$ cat src/rtl/rom_arbiter.sv
// rom_arbiter: two-port (fetch/data) arbiter in front of a synchronous 4-lane ROM, one read outstanding.
// Ports: CLK/RST clock and sync active-high reset; f_* fetch port and d_* data port, each with
// req/addr in, combinational gnt out, and a valid/ready response (data, err); rom_addr/rom_data to the ROM.
module rom_arbiter #(
  parameter int STARVE_LIMIT = 4
) (
  input  logic        CLK,
  input  logic        RST,
  input  logic        f_req,
  input  logic [31:0] f_addr,
  output logic        f_gnt,
  output logic        f_valid,
  input  logic        f_ready,
  output logic [31:0] f_data,
  output logic        f_err,
  input  logic        d_req,
  input  logic [31:0] d_addr,
  output logic        d_gnt,
  output logic        d_valid,
  input  logic        d_ready,
  output logic [31:0] d_data,
  output logic        d_err,
  output logic [5:0]  rom_addr,
  input  logic [31:0] rom_data
);
  typedef enum logic [1:0] {IDLE, WAIT, RESP} state_t;
  state_t      state_q;
  logic        owner_q;
  logic        err_q;
  logic [2:0]  starve_q, starve_d;
  logic [5:0]  rom_addr_q, rom_addr_d;
  logic        f_valid_q, d_valid_q, f_err_q, d_err_q;
  logic [31:0] f_data_q, d_data_q;
  logic        f_bad, d_bad, idle_ok, d_win;
  always_comb begin
    f_bad      = (f_addr[1:0] != 2'd0) || (f_addr[31:8] != 24'd0);
    d_bad      = (d_addr[1:0] != 2'd0) || (d_addr[31:8] != 24'd0);
    idle_ok    = (state_q == IDLE) && !RST;
    d_win      = d_req && (!f_req || int'(starve_q) >= STARVE_LIMIT);
    d_gnt      = idle_ok && d_win;
    f_gnt      = idle_ok && f_req && !d_win;
    rom_addr_d = d_gnt ? d_addr[7:2] : f_gnt ? f_addr[7:2] : rom_addr_q;
    starve_d   = d_gnt ? 3'd0 : (f_gnt && d_req && starve_q != 3'd7) ? starve_q + 3'd1 : starve_q;
  end
  always_ff @(posedge CLK) begin
    if (RST) begin
      state_q    <= IDLE;
      owner_q    <= 1'b0;
      err_q      <= 1'b0;
      starve_q   <= 3'd0;
      rom_addr_q <= 6'd0;
      f_valid_q  <= 1'b0;
      d_valid_q  <= 1'b0;
      f_err_q    <= 1'b0;
      d_err_q    <= 1'b0;
      f_data_q   <= 32'd0;
      d_data_q   <= 32'd0;
    end else begin
      starve_q   <= starve_d;
      rom_addr_q <= rom_addr_d;
      case (state_q)
        IDLE: if (f_gnt || d_gnt) begin
          owner_q <= d_gnt;
          err_q   <= d_gnt ? d_bad : f_bad;
          state_q <= WAIT;
        end
        WAIT: begin
          f_valid_q <= !owner_q;
          d_valid_q <= owner_q;
          f_err_q   <= !owner_q && err_q;
          d_err_q   <= owner_q && err_q;
          f_data_q  <= owner_q ? f_data_q : err_q ? 32'd0 : rom_data;
          d_data_q  <= owner_q ? (err_q ? 32'd0 : rom_data) : d_data_q;
          state_q   <= RESP;
        end
        RESP: if (owner_q ? d_ready : f_ready) begin
          f_valid_q <= 1'b0;
          d_valid_q <= 1'b0;
          f_err_q   <= 1'b0;
          d_err_q   <= 1'b0;
          state_q   <= IDLE;
        end
        default: state_q <= IDLE;
      endcase
    end
  end
  assign rom_addr = rom_addr_d;
  assign f_valid  = f_valid_q;
  assign d_valid  = d_valid_q;
  assign f_err    = f_err_q;
  assign d_err    = d_err_q;
  assign f_data   = f_data_q;
  assign d_data   = d_data_q;
endmodule

$ cat config.mk
export PLATFORM = sky130hd
export DESIGN_NAME = rom_arbiter
export DESIGN_NICKNAME = d
export VERILOG_FILES = /design/src/rtl/rom_arbiter.sv
export SDC_FILE = /design/constraint.sdc
export NUM_CORES = 1
export LEC_CHECK = 0
export ABC_CLOCK_PERIOD_IN_PS = 1500
export CAP_MARGIN = 40
export CORE_ASPECT_RATIO = 1.25
export CORE_MARGIN = 1
export CORE_UTILIZATION = 35
export DETAILED_ROUTE_END_ITERATION = 7
export PLACE_DENSITY = 0.77
export REMOVE_ABC_BUFFERS = 1
export SYNTH_ARGS = -nofsm -noshare
export SYNTH_HDL_FRONTEND = slang
export SYNTH_SLANG_ARGS = --single-unit
$ cat constraint.sdc
create_clock -name CLK -period 1.5 [get_ports CLK]
set_input_delay 0.3 -clock CLK [delete_from_list [all_inputs] [get_ports CLK]]
set_output_delay 0.3 -clock CLK [all_outputs]
set_load 0.005 [all_outputs]
==> results.ini <==
[floorplan]
die_h_um=111
io-pin-count=178
dieArea_um2=9910
rows=39
core_area_um2=9170
start_util_pct=36.3
fp.dieW_um=89.3

[placement]
dpl_worst_slack_ns=-0.775
placed_cells_incl_taps=711
place_congestion=0.747
place.detailed.hpwl_um=7390
portBuffers=177

[worst_hold_path]
hp-start=RST
hp-class=input port to register
min_path_cells=5
min_to=state_q[0]$_SDFFE_PP0P_

[pwr]
p_leak_nw=2.74
power_w=0.00594
powerDensity_nw_per_um2=1010
ir_drop_v=0.000532

[drt]
postRouteAntennaNets=0
first_pass_iters=4
drc_errors=0
drt_wl_total_um=10500
drtIter0Drc=109
viasPerCell=4.85
dr_total_vias=3548
wire_per_inst_um=14.4

[logic_synthesis]
syn-cell-area_um2=3330
seq_area_frac_synth_pct=48.7
syn-instance-count=415
synth_seq_cells=81
ys_types=38
synth-warning-count=0
syn_area_per_cell_um2=8.03

[run_status]
violations=negative setup slack
outcome=finished, violations left

[clock_network]
h-tree-depth=3
cts_root_buf=clkbuf_16
cts_sinks=81
clk_pin_slew_ns=0.06
clk_latency_ns=0.33
numCtsBuffers=9
cts_buffer_depth=2
tritoncts=built

[setup_path]
r2r_end=rom_addr_q[5]$_SDFF_PP0_
crit_type=register to output pin
worstPathMaxFanout=5
reg2reg_depth=7
worst_setup_path_start_kind=register
slowest_stage=dfxtp_2
regToRegSetupSlack_ns=0
path_cells=nor3_4 -> buf_4 -> buf_16 -> and3_1 -> a221o_1 -> buf_2
r2r_start=state_q[1]$_SDFFE_PP0P_
slowest_delay_ns=0.35
cp.arrival_ns=1.59
crit_path_end_kind=output pin
required_ns=1.20

[timing]
clock_skew_ns=0.00504
fmax_mhz=530
finalSetupViolCount=9
period_share_pct=126
rsz0062_at_grt=yes
period_minus_slack_ns=1.89
tightest_slew_ns=0.825
hold_viol=0
final-max-slew-violation-count=0
max_slew_margin_pct=45.0
finalWorstSetupSlack_ns=-0.387

[global_route]
overflow=0
antenna_found_initial=0
grt_start_max_net_pins=81
grt_pass1_vias=3601
grt.total_usage_pct=21.6
grt_pass1_wl_um=16400

[finish]
mostFrequentLayoutCells=nand2_1 (129), clkdlybuf4s50_1 (129), a21oi_1 (67), dfxtp_1 (66), nor2b_1 (40)
area_growth_pct=76.3
num_antenna_cells=0
layout.cells.non_filler=731
final_nets=708
drive_above_1_share_pct=13.2

[flow_run]
cap_violations=0

worst max path at each step:
stage | from | end | slack [ns] | cells after the start
finish | state_q[1]$_SDFFE_PP0P_ | rom_addr[5] | -0.39 | 6
global route | state_q[1]$_SDFFE_PP0P_ | rom_addr[5] | -0.44 | 6
CTS | state_q[0]$_SDFFE_PP0P_ | rom_addr[5] | -0.43 | 5
detailed placement | f_req | rom_addr[1] | -0.77 | 6
global placement | f_req | rom_addr[4] | -0.75 | 6
floorplan | state_q[0]$_SDFFE_PP0P_ | f_err$_SDFFE_PP0P_ | -0.66 | 4
worst max-delay path: cells and delay by family (launching register included):
family                 cells  cell delay, ns
buffers and inverters      3            0.41
and+or+nand+nor            2            0.22
DFF                        1            0.35
AOI/OAI and AO/OA          1            0.28
final cells by class:
| cell class | instances | area, um^2 |
|---|---|---|
| Inverter | 4 | 20.0 |
| Clock inverter | 5 | 129 |
| Clock buffer | 10 | 229 |
| Sequential cell | 81 | 1640 |
| Tap cell | 123 | 154 |
| Timing Repair Buffer | 205 | 2120 |
| Multi-Input combinational cell | 303 | 1580 |
| Fill cell | 781 | 3300 |
power breakdown:
group	total, W	switching (W)	leakage [nW]	internal [W]
registers	0.00230	0.0000506	0.664	0.00225
logic	0.00103	0.000430	1.90	0.000596
clock network	0.00262	0.000831	0.173	0.00179
total	0.00594	0.00131	2.74	0.00463
metal layers:
layer,GRT usage (%),part of all wire (%)
met4,9.21,2.0
met3,5.29,7.4
met1,22.2,37
met5,0,0
met2,40.0,54
Yosys cell counts, drive strengths merged:
master | number | area [um^2]
nand2 | 130 | 488
dfxtp | 81 | 1620
a21oi | 67 | 335
nor2b | 43 | 279
buf | 16 | 104
nor4 | 12 | 75.1
clkbuf | 11 | 41.3
nor2 | 11 | 41.3
a221o | 6 | 60.1
and3 | 6 | 40.0
inv | 4 | 15.0
nor3 | 4 | 36.3
nand2b | 3 | 18.8
nand3 | 3 | 27.5
a22oi | 2 | 15.0
ha | 2 | 25.0
nand4 | 2 | 12.5
o21ai | 2 | 13.8
a21boi | 1 | 7.51
and2 | 1 | 6.26
mux2 | 1 | 11.3
mux2i | 1 | 10.0
nand4b | 1 | 8.76
nor3b | 1 | 7.51
o21a | 1 | 7.51
o21bai | 1 | 7.51
o22ai | 1 | 6.26
xor2 | 1 | 8.76
cells by family after synthesis:
kind of cell | count (synthesis) | synth area share, %
XOR/XNOR | 1 | 0.263
buffers and inverters | 31 | 4.81
AO/OA/AOI/OAI | 81 | 13.6
adder cells (fa/ha/maj) | 2 | 0.751
multiplexers | 2 | 0.639
flip-flops | 81 | 48.7
AND/OR/NAND/NOR | 217 | 31.3
per-stage QoR:
step / instance area [um^2] / hold slack [ns] / setup TNS, ns / utilization, %
2_1_floorplan: 3190 / 0.364 / -21.71 / -
3_3_place_gp: 5360 / 0.441 / -7.92 / 58.4
5_1_grt: 5870 / 0.453 / -3.03 / 64.0
3_5_place_dp: 5360 / 0.446 / -8.39 / 58.4
4_1_cts: 5730 / 0.435 / -2.68 / 62.5
6_report: 5870 / 0.441 / -2.44 / 64.0
sequential cells by signal, indices dropped and copies added (netlist names):
register and flops:
d_data 32, d_err 1, d_valid 1, err_q 1
f_data 32, f_err 1, f_valid 1, owner_q 1
rom_addr_q 6, starve_q 3, state_q 2
repair_timing:
item / in CTS / in global routing
buffers inserted: 1 / 3
pin swaps: 8 / 7
resized for setup: 48 / 51
setup endpoints to repair: 22 / 100
hold buffers: 0 / 0
gates cloned: 1 / 0
Power figures use the tool's default switching activity.
